File: src/rtl/mac_result_pkg.sv
// Shared types, default geometry and saturation limits for the MAC result bank.
package mac_result_pkg;

  typedef enum logic [0:0] {
    ST_IDLE,
    ST_CLEAR
  } clr_state_e;

  localparam int unsigned RES_DATA_W    = 16;
  localparam int unsigned RES_DEPTH     = 8;
  localparam int unsigned RES_ADDR_W    = 4;
  localparam int unsigned RES_BASE_ADDR = 2;

  // Most positive two's-complement value of width w, in the low w bits.
  function automatic logic [63:0] res_sat_max(input int unsigned w);
    return (64'd1 << (w - 1)) - 64'd1;
  endfunction

  // Most negative two's-complement value of width w, in the low w bits.
  function automatic logic [63:0] res_sat_min(input int unsigned w);
    return 64'd1 << (w - 1);
  endfunction

endpackage

File: src/rtl/mac_result_clear_seq.sv
// Bank-clear sequencer: walks the entry index 0..DEPTH-1, one zeroing write per cycle.
module mac_result_clear_seq
  import mac_result_pkg::*;
#(
  parameter int unsigned DEPTH = RES_DEPTH,
  parameter int unsigned IDX_W = $clog2(DEPTH)
) (
  input  logic             i_clk,
  input  logic             i_rst,
  input  logic             i_start,
  output logic             o_busy,
  output logic             o_clr_we,
  output logic [IDX_W-1:0] o_clr_idx
);

  localparam logic [IDX_W-1:0] LAST_IDX = IDX_W'(DEPTH - 1);

  clr_state_e       r_state;
  clr_state_e       w_state_nxt;
  logic [IDX_W-1:0] r_cnt;
  logic [IDX_W-1:0] w_cnt_nxt;

  always_ff @(posedge i_clk) begin
    if (i_rst) begin
      r_state <= ST_IDLE;
      r_cnt   <= '0;
    end else begin
      r_state <= w_state_nxt;
      r_cnt   <= w_cnt_nxt;
    end
  end

  always_comb begin
    w_state_nxt = r_state;
    w_cnt_nxt   = r_cnt;
    o_busy      = 1'b0;
    o_clr_we    = 1'b0;
    case (r_state)
      ST_IDLE: begin
        if (i_start) begin
          w_state_nxt = ST_CLEAR;
          w_cnt_nxt   = '0;
        end
      end
      ST_CLEAR: begin
        o_busy   = 1'b1;
        o_clr_we = 1'b1;
        if (r_cnt == LAST_IDX) begin
          w_state_nxt = ST_IDLE;
          w_cnt_nxt   = '0;
        end else begin
          w_cnt_nxt = r_cnt + IDX_W'(1);
        end
      end
      default: begin
        w_state_nxt = ST_IDLE;
        w_cnt_nxt   = '0;
      end
    endcase
  end

  assign o_clr_idx = r_cnt;

endmodule

File: src/rtl/mac_result_bank.sv
// Result register bank: write / accumulate / registered read, plus a sequenced bank clear.
// Define MAC_RESULT_SAT_EN to saturate accumulates on signed overflow instead of wrapping.
module mac_result_bank
  import mac_result_pkg::*;
#(
  parameter int unsigned DATA_W    = RES_DATA_W,
  parameter int unsigned DEPTH     = RES_DEPTH,
  parameter int unsigned ADDR_W    = RES_ADDR_W,
  parameter int unsigned BASE_ADDR = RES_BASE_ADDR
) (
  input  logic              i_clk,
  input  logic              i_rst,
  input  logic              i_mac_en,
  input  logic              i_wr_en,
  input  logic              i_acc_en,
  input  logic              i_rd_en,
  input  logic              i_clr_start,
  input  logic [ADDR_W-1:0] i_address,
  input  logic [DATA_W-1:0] i_din,
  output logic [DATA_W-1:0] o_dout,
  output logic              o_dout_valid,
  output logic              o_addr_err,
  output logic              o_busy,
  output logic              o_ovf
);

  localparam int unsigned IDX_W = $clog2(DEPTH);

  logic [DATA_W-1:0] r_mem [DEPTH];
  logic [DATA_W-1:0] r_dout;
  logic              r_dout_valid;
  logic              r_addr_err;
  logic              r_ovf;

  logic [31:0]       w_addr_ext;
  logic              w_in_range;
  logic [IDX_W-1:0]  w_idx;
  logic              w_req_ok;
  logic              w_wr;
  logic              w_rd;
  logic              w_err;
  logic              w_busy;
  logic              w_clr_go;
  logic              w_clr_we;
  logic [IDX_W-1:0]  w_clr_idx;
  logic [DATA_W-1:0] w_cur;
  logic [DATA_W-1:0] w_sum;
  logic              w_acc_ovf;
  logic [DATA_W-1:0] w_acc_res;
  logic [DATA_W-1:0] w_wdata;

  // Address decode against the bank window.
  assign w_addr_ext = 32'(i_address);
  assign w_in_range = (w_addr_ext >= BASE_ADDR) && (w_addr_ext < BASE_ADDR + DEPTH);
  assign w_idx      = IDX_W'(w_addr_ext - BASE_ADDR);

  // Requests are only honoured while enabled and not clearing.
  assign w_req_ok = i_mac_en && !w_busy;
  assign w_wr     = w_req_ok && i_wr_en && w_in_range;
  assign w_rd     = w_req_ok && i_rd_en && w_in_range;
  assign w_err    = w_req_ok && (i_wr_en || i_rd_en) && !w_in_range;
  assign w_clr_go = i_mac_en && i_clr_start && !w_busy;

  // Signed overflow: operands agree in sign and the sum does not.
  assign w_cur     = w_in_range ? r_mem[w_idx] : '0;
  assign w_sum     = w_cur + i_din;
  assign w_acc_ovf = (w_cur[DATA_W-1] == i_din[DATA_W-1]) &&
                     (w_sum[DATA_W-1] != w_cur[DATA_W-1]);

`ifdef MAC_RESULT_SAT_EN
  localparam logic [DATA_W-1:0] SAT_MAX = DATA_W'(res_sat_max(DATA_W));
  localparam logic [DATA_W-1:0] SAT_MIN = DATA_W'(res_sat_min(DATA_W));

  assign w_acc_res = w_acc_ovf ? (i_din[DATA_W-1] ? SAT_MIN : SAT_MAX) : w_sum;
`else
  assign w_acc_res = w_sum;
`endif

  assign w_wdata = i_acc_en ? w_acc_res : i_din;

  mac_result_clear_seq #(
    .DEPTH (DEPTH),
    .IDX_W (IDX_W)
  ) u_clear_seq (
    .i_clk     (i_clk),
    .i_rst     (i_rst),
    .i_start   (w_clr_go),
    .o_busy    (w_busy),
    .o_clr_we  (w_clr_we),
    .o_clr_idx (w_clr_idx)
  );

  // Storage. Clear and bus writes never coincide: bus writes are blocked while busy.
  always_ff @(posedge i_clk) begin
    if (i_rst) begin
      for (int unsigned i = 0; i < DEPTH; i++) begin
        r_mem[i] <= '0;
      end
    end else begin
      if (w_clr_we) begin
        r_mem[w_clr_idx] <= '0;
      end
      if (w_wr) begin
        r_mem[w_idx] <= w_wdata;
      end
    end
  end

  // Read port samples the array before this edge's write lands (read-before-write).
  always_ff @(posedge i_clk) begin
    if (i_rst) begin
      r_dout       <= '0;
      r_dout_valid <= 1'b0;
      r_addr_err   <= 1'b0;
    end else begin
      r_dout_valid <= w_rd;
      r_addr_err   <= w_err;
      if (w_rd) begin
        r_dout <= r_mem[w_idx];
      end
    end
  end

  always_ff @(posedge i_clk) begin
    if (i_rst) begin
      r_ovf <= 1'b0;
    end else if (w_clr_go) begin
      r_ovf <= 1'b0;
    end else if (w_wr && i_acc_en && w_acc_ovf) begin
      r_ovf <= 1'b1;
    end
  end

  assign o_dout       = r_dout;
  assign o_dout_valid = r_dout_valid;
  assign o_addr_err   = r_addr_err;
  assign o_busy       = w_busy;
  assign o_ovf        = r_ovf;

endmodule

File: config.mk
export PLATFORM = sky130hd
export DESIGN_NAME = mac_result_bank
export DESIGN_NICKNAME = d
export VERILOG_FILES = /design/src/rtl/mac_result_pkg.sv /design/src/rtl/mac_result_clear_seq.sv /design/src/rtl/mac_result_bank.sv
export SDC_FILE = /design/constraint.sdc
export NUM_CORES = 1
export LEC_CHECK = 0
export ABC_AREA = 1
export BUFFER_PORTS_ARGS = -buffer_cell sky130_fd_sc_hd__buf_2
export CELL_PAD_IN_SITES_DETAIL_PLACEMENT = 1
export CELL_PAD_IN_SITES_GLOBAL_PLACEMENT = 1
export CORE_MARGIN = 2
export CORE_UTILIZATION = 42
export DETAILED_ROUTE_END_ITERATION = 16
export HOLD_SLACK_MARGIN = 0.08
export MAX_ROUTING_LAYER = met4
export PLACE_DENSITY = 0.78
export SLEW_MARGIN = 20
export SYNTH_ARGS = -nofsm -noshare
export SYNTH_HDL_FRONTEND = slang
export SYNTH_SLANG_ARGS = --single-unit
File: constraint.sdc
create_clock -name i_clk -period 2.8 [get_ports i_clk]
set_input_delay 0.28 -clock i_clk [delete_from_list [all_inputs] [get_ports i_clk]]
set_output_delay 0.28 -clock i_clk [all_outputs]
set_load 0.1 [all_outputs]
==> results of run 1 <==
worst max-delay path, stage by stage (launching register included):
cell and delay, ns:
edfxtp_1 0.40, nor2_2 0.13, nor2_2 0.07, o21ai_1 0.06
o21ai_1 0.12, a21oi_2 0.25, buf_4 0.19, nor2_4 0.05
ha_4 0.16, buf_4 0.14, buf_6 0.11, nand3_4 0.09
nand2_4 0.09, nand2_4 0.09, nand2_8 0.09, a21oi_2 0.16
nand3_1 0.10, nand3_1 0.11, nand2_2 0.10, buf_12 0.16
nor2_1 0.23
layout by cell type (no fill, tap or decap), types with 29 or more instances in the layout:
cell / instances
nand2_1: 61
nor2_1: 223
edfxtp_1: 128
inv_1: 33
a21oi_1: 31
o21ai_0: 45
buf_2: 45
nor2_4: 37
o21ai_1: 29
buf_4: 121
nor2_2: 43
registers in the layout, indices dropped and copies added (netlist names):
signal and count:
o_dout_valid 1, u_clear_seq.r_state 1, o_addr_err 1, u_clear_seq.o_clr_idx 3
o_dout 16, r_mem 128, o_ovf 1
kinds of logic after synthesis:
group | after synthesis | synth area share
AOI/OAI and AO/OA | 165 | 0.117
and+or+nand+nor | 445 | 0.236
xor gates and xnor gates | 7 | 0.0104
adders and majority gates | 18 | 0.0303
buffers and inverters | 85 | 0.0467
DFF | 151 | 0.560
routing by layer:
metal  up-vias  part of all wire  routed length [µm]
met5         -                 0                   0
met4         0             0.061                2080
met3       160             0.070                2410
met2       484              0.51               17300
met1      3923              0.36               12500
li1       3303                 -                   -
path summary, 6_finish.rpt:
check / end / slack [ns] / depth (start not counted) / startpoint
worst max-delay path: r_mem[0][15]$_SDFFCE_PN0P_ / -0.32 / 20 / r_mem[4][0]$_SDFFCE_PN0P_
worst min-delay path: u_clear_seq.r_state$_SDFF_PP0_ / 0.17 / 3 / i_clr_start
worst max register to register: r_mem[0][15]$_SDFFCE_PN0P_ / -0.32 / 20 / r_mem[4][0]$_SDFFCE_PN0P_
worst min register to register: o_dout[11]$_SDFFE_PP0P_ / 0.49 / 2 / o_dout[11]$_SDFFE_PP0P_
metrics by stage:
stage / instances / TNS (ns)
5_1_grt: 1299 / -31.37
2_1_floorplan: 871 / 0
4_1_cts: 1280 / -9.38
6_report: 1299 / -22.21
3_5_place_dp: 1239 / -53.15
3_3_place_gp: 1239 / -37.12
layout make-up:
type                            count  area [µm²]
Fill cell                        1944        6940
Sequential cell                   151        4310
Multi-Input combinational cell    635        3920
Timing Repair Buffer              206        1790
Clock buffer                       17         425
Tap cell                          229         287
Inverter                           46         178
Clock inverter                     15         124
Yosys cell counts:
| cell | number |
|---|---|
| o22ai_1 | 10 |
| o211ai_1 | 5 |
| buf_6 | 4 |
| nor2_2 | 4 |
| fa_1 | 1 |
| nand4_4 | 1 |
| inv_2 | 4 |
| o21ai_0 | 80 |
| dfxtp_1 | 23 |
| inv_1 | 41 |
| a21oi_1 | 49 |
| xnor2_1 | 2 |
| nand2_2 | 5 |
| or2_2 | 3 |
| xor2_1 | 4 |
| nor2_1 | 297 |
| buf_2 | 5 |
| clkbuf_1 | 25 |
| o21bai_1 | 2 |
| nand3b_1 | 1 |
| a21oi_2 | 1 |
| ha_1 | 17 |
| nor3_1 | 2 |
| clkinv_1 | 1 |
| o21ai_2 | 2 |
| a21o_1 | 3 |
| edfxtp_1 | 128 |
| a21oi_4 | 1 |
| buf_1 | 4 |
| buf_4 | 1 |
| nand2_1 | 93 |
| o21ai_1 | 7 |
| nor2_4 | 2 |
| nand3_1 | 33 |
| xnor2_4 | 1 |
| o21a_1 | 5 |
| nand2_4 | 4 |
timing repair:
action,in CTS,in global routing
setup buffers,9,21
pin swaps,32,60
resized for setup,73,200
gates cloned,0,0
hold endpoints to repair,0,0
endpoints found under the setup margin,105,113
power by group through the flow:
stage	Sequential, mW	Clock [mW]	Combinational, mW
global route	2.56	2.29	1.55
detailed placement	2.60	0	1.05
floorplan	2.66	0	0.466
finish	2.56	2.21	1.50
CTS	2.55	2.19	1.14
global placement	2.59	0	1.02
==> out/metrics.cfg, run 1 <==
[synthesis]
synth-warning-count = 0
synthTopCellsByArea = edfxtp_1 50%, nor2_1 15%, dfxtp_1 6.0%
syn_nets = 916
ys_types = 37
yosysSeqAreaShare = 0.560
synth_top_area_share = 0.500
synth_top_area_cell = edfxtp_1
syn_area_mm2 = 0.00768
synth_cells = 871
postSynthAreaPerCell_um2 = 8.82
synth-seq-cells = 151

[clock_tree]
numCtsBuffers = 17
clk_latency_ns = 0.45
cts_tree = done
path_clk_slew_ns = 0.07
holdBufCountCts = 0
htreeDepth = 4
cts_buffer_depth = 2
root_buffer = clkbuf_16
numClockSinks = 151

[global_routing]
grt_pass1_wl_um = 43300
grt_most_used_layer = met2
grt-ovfl-total = 0
grt_pass1_vias = 7873
grt_start_max_net_pins = 33
antenna_found_initial = 0
use_met2 = 0.515
grt_usage = 0.302
gr-usage-met1 = 0.348
met3_usage = 0.0413

[power]
clkPwrFrac = 0.353
intPower_mw = 4.32
power_leakage_nw = 4.42
swShare = 0.312
comb_power_share = 0.239
peakVddDrop_v = 0.000490
p_per_area_mw_per_mm2 = 569
seqPwrFrac = 0.408
power_mw = 6.27
power.switching_mw = 1.96

[placement]
gp_congestion = 0.932
io_buffers = 46
placed_area_mm2 = 0.00932
place_ws_ns = -0.587
dp_hpwl_um = 18800

[floorplan]
row_count = 49
fp.dieArea_mm2 = 0.0194
die-width_um = 139
initial_core_util = 0.428
core_area_mm2 = 0.0180
die_y_um = 139
pin_count = 47

[sta]
skew_ns = 0.0149
worst_slack_ns = -0.322
fin_hold_ws_ns = 0.166
hold_viol_final = 0
slew_violations = 0
max-slew-margin-rel = 0.599
layout_min_cycle_time_ns = 3.12
clock.fmax_mhz = 320
finalSetupViolCount = 113
rsz0062_at_grt = true
tightest_slew_ns = 0.601
finalCritPeriodShare = 1.11

[worst_setup_path]
path_max_fanout = 8
cp.required_ns = 3.05
start_kind = flop
endpoint_kind = flop
worst-endpoint-arrival_ns = 3.37
path_class = flop to flop

[drt]
wl_um = 34300
drc = 0
final_antenna_net_count = 0
routedWlPerCell_um = 26.4
drt_iter0_drc = 779
vias = 7870
viasPerCell = 6.06
drt-pass1-iter-count = 5

[final_layout]
drive_gt1_frac = 0.409
fin_util = 0.614
final_nets = 1102
post-route-cell-area_mm2 = 0.0110
antenna_cells = 0
area_delta_synth_final_pct = 43.4

[run_status]
outcome = finished with violations
violations = negative setup slack

[run]
cap_violations = 0

[worst_hold_path]
hp-class = input port to flop

Power figures use the tool's default switching activity.
==> run 2, diff against run 1 <==
--- a/config.mk
+++ b/config.mk
@@ -10,11 +10,11 @@
 export CELL_PAD_IN_SITES_DETAIL_PLACEMENT = 1
 export CELL_PAD_IN_SITES_GLOBAL_PLACEMENT = 1
 export CORE_MARGIN = 2
-export CORE_UTILIZATION = 42
+export CORE_UTILIZATION = 47
 export DETAILED_ROUTE_END_ITERATION = 16
 export HOLD_SLACK_MARGIN = 0.08
 export MAX_ROUTING_LAYER = met4
-export PLACE_DENSITY = 0.78
+export PLACE_DENSITY = 0.82
 export SLEW_MARGIN = 20
 export SYNTH_ARGS = -nofsm -noshare
 export SYNTH_HDL_FRONTEND = slang
==> constraint.sdc (replaced) <==
create_clock -name i_clk -period 3 [get_ports i_clk]
set_input_delay 0.3 -clock i_clk [delete_from_list [all_inputs] [get_ports i_clk]]
set_output_delay 0.3 -clock i_clk [all_outputs]
set_load 0.1 [all_outputs]
==> run 2 against run 1 <==
  * First-iteration DRC count up 8.2%
  * Combinational power down 23%
  * Setup slack better by 0.13 ns
  * Utilization up 2.3 points
  * The run still ends with negative setup slack left
  * Critical path depth down 2
  * Fmax down 2.1%
  * Worst hold slack better by 0.030 ns
  * Via count down 1.1%
==> out/metrics.cfg, run 2 (synthesis results as in run 1) <==
[worst_setup_path]
rr_worst_depth = 18  ; -10%
start_kind = flop
path_buf_inv = 2  ; -2
path_cells = nor2_1 > nor2_1 > o21ai_0 > a21oi_1 > nor2_1 > nor2_1 > ha_1 > nand2_1 > nor2_1 > nand2_1 > nand2_2 > nand2_2 > nand3_2 > buf_4 > nor2_1 > o21ai_1 > buf_4 > nor2_2
worst-endpoint-arrival_ns = 3.34  ; -0.03 ns
r2r_slack_ns = -0.19  ; +0.13 ns
cp_num_cells = 18  ; -10%
r2r_end = r_mem[5][9]$_SDFFCE_PN0P_
path_class = flop to flop
critPathTopFamily = simple AND/OR/NAND/NOR gates
path_max_fanout = 8  ; unchanged
endpoint_kind = flop
crit_path_frequent_cell = nor2_1
crit_path_end = r_mem[5][9]$_SDFFCE_PN0P_
cp.required_ns = 3.15  ; +0.10 ns
cp-startpoint = r_mem[4][3]$_SDFFCE_PN0P_
slowest_delay_ns = 0.43  ; +0.03 ns
crit_slowest_cell = edfxtp_1
r2r-start = r_mem[4][3]$_SDFFCE_PN0P_

[final_layout]
fin_util = 0.636  ; +0.0228
final_cell_mix = 268 x nor2_1, 129 x buf_4, 128 x edfxtp_1
top_register = r_mem
area_delta_synth_final_pct = 32.0
final_nets = 1086  ; -1.5%
largest_reg_flops = 128  ; unchanged
antenna_cells = 0  ; unchanged
mostFrequentLayoutCell = nor2_1
post-route-cell-area_mm2 = 0.0101  ; -8.0%
drive_gt1_frac = 0.316  ; -0.0931

[run_status]
outcome = finished with violations
violations = negative setup slack

[clock_tree]
numCtsBuffers = 17  ; unchanged
path_clk_slew_ns = 0.07  ; about the same
clk_latency_ns = 0.44  ; about the same
numClockSinks = 151  ; unchanged
cts_buffer_depth = 2  ; unchanged
htreeDepth = 4  ; unchanged
root_buffer = clkbuf_16
cts_tree = done

[drt]
final_antenna_net_count = 0  ; unchanged
routedWlPerCell_um = 25.6  ; -2.9%
vias = 7783  ; -1.1%
drt_iter0_drc = 843  ; +8.2%
wl_um = 32500  ; -5.2%
drt-pass1-iter-count = 5  ; unchanged
drc = 0  ; unchanged
viasPerCell = 6.13  ; +1.2%

[worst_hold_path]
min_from = i_clr_start
hp-class = input port to flop

[floorplan]
initial_core_util = 0.482  ; +0.0542
core_area_mm2 = 0.0159  ; -11%
fp.dieArea_mm2 = 0.0174  ; -10%
die-width_um = 132  ; -5.3%
die_y_um = 132  ; -5.3%
row_count = 46  ; -6.1%
pin_count = 47  ; unchanged

[sta]
clock.fmax_mhz = 313  ; -2.1%
finalSetupViolCount = 55  ; -51%
slew_violations = 0  ; unchanged
fin_hold_ws_ns = 0.196  ; +0.0298 ns
skew_ns = 0.0202  ; +0.00536 ns
worst_slack_ns = -0.190  ; +0.132 ns
max-slew-margin-rel = 0.649  ; +0.0493
tightest_slew_ns = 0.527  ; -0.0739 ns
hold_viol_final = 0  ; unchanged
finalCritPeriodShare = 1.06  ; -0.0516
layout_min_cycle_time_ns = 3.19  ; +0.0682 ns
rsz0062_at_grt = true

[placement]
gp_congestion = 0.935  ; +0.42%
place_ws_ns = -0.417  ; +0.169 ns
io_buffers = 46  ; unchanged
dp_hpwl_um = 19000  ; +1.5%
placed_area_mm2 = 0.00907  ; -2.6%

[global_routing]
antenna_found_initial = 0  ; unchanged
grt_usage = 0.345  ; +0.0425
grt_pass1_vias = 7731  ; -1.8%
grt_pass1_wl_um = 43800  ; +1.1%
grt_start_max_net_pins = 28  ; -15%
grt-ovfl-total = 0  ; unchanged

[power]
p_per_area_mw_per_mm2 = 561  ; -1.4%
peakVddDrop_v = 0.000393  ; -20%
power_leakage_nw = 4.18  ; -5.4%

[run]
cap_violations = 0  ; unchanged

-- run 2: cell types whose count changed in the layout (fill, tap and decap cells not counted), sizes merged --
cell    delta
clkinv     -2
bufinv     +1
inv        -1
buf       -15
-- run 2: metrics by stage --
stage               TNS [ns]  std cells  power, mW
floorplan                  0        871       2.91
global placement      -13.51       1225       3.31
detailed placement    -29.75       1225       3.35
CTS                        0       1257       5.48
global route          -12.23       1269       5.82
finish                 -5.43       1269       5.69
-- run 2: how the worst min path moves through the flow --
| stage | end | slack, ns | cells after the start |
|---|---|---|---|
| after detailed placement | o_ovf$_SDFFE_PP0P_ | 0.44 | 2 |
| after global placement | o_ovf$_SDFFE_PP0P_ | 0.43 | 2 |
| after global routing | o_ovf$_SDFFE_PP0P_ | 0.23 | 4 |
| after CTS | o_ovf$_SDFFE_PP0P_ | 0.20 | 4 |
| after floorplan | u_clear_seq.o_clr_idx[1]$_SDFFE_PP0P_ | 0.46 | 2 |
| final | o_ovf$_SDFFE_PP0P_ | 0.20 | 4 |
-- run 2: worst register-to-register path, stage by stage (launching register included) --
cell and delay [ns]:
edfxtp_1 0.43, nor2_1 0.17, nor2_1 0.09, o21ai_0 0.12, a21oi_1 0.11, nor2_1 0.21
nor2_1 0.07, ha_1 0.38, nand2_1 0.13, nor2_1 0.17, nand2_1 0.12, nand2_2 0.17
nand2_2 0.09, nand3_2 0.10, buf_4 0.11, nor2_1 0.03, o21ai_1 0.13, buf_4 0.20
nor2_2 0.09
-- run 2: cell type report --
type | instances | area, µm²
timing repair buffer | 190 | 1430
clock buffer | 18 | 429
sequential | 151 | 4300
fill | 1817 | 5800
clock inverter | 13 | 148
inverter | 46 | 176
multi-input combinational | 635 | 3380
tap | 216 | 270
-- run 2: power by group --
group | leakage (nW) | switching (mW) | internal (mW)
clock | 0.277 | 0.914 | 1.23
combinational | 2.39 | 0.741 | 0.421
sequential | 1.51 | 0.0361 | 2.35
-- run 2: what timing repair did --
item,CTS,global route
hold buffers,0,0
pin swaps,2,45
endpoints found under the setup margin,28,94
buffers inserted,1,12
resized for setup,6,120
-- run 2: metal layers --
layer  track usage  vias to the layer above  part of all wire
met5             -                        -                 0
met4         0.180                        0             0.071
met3        0.0569                      203             0.083
met2         0.586                      529              0.48
met1         0.392                     3786              0.36
li1              -                     3265                 -
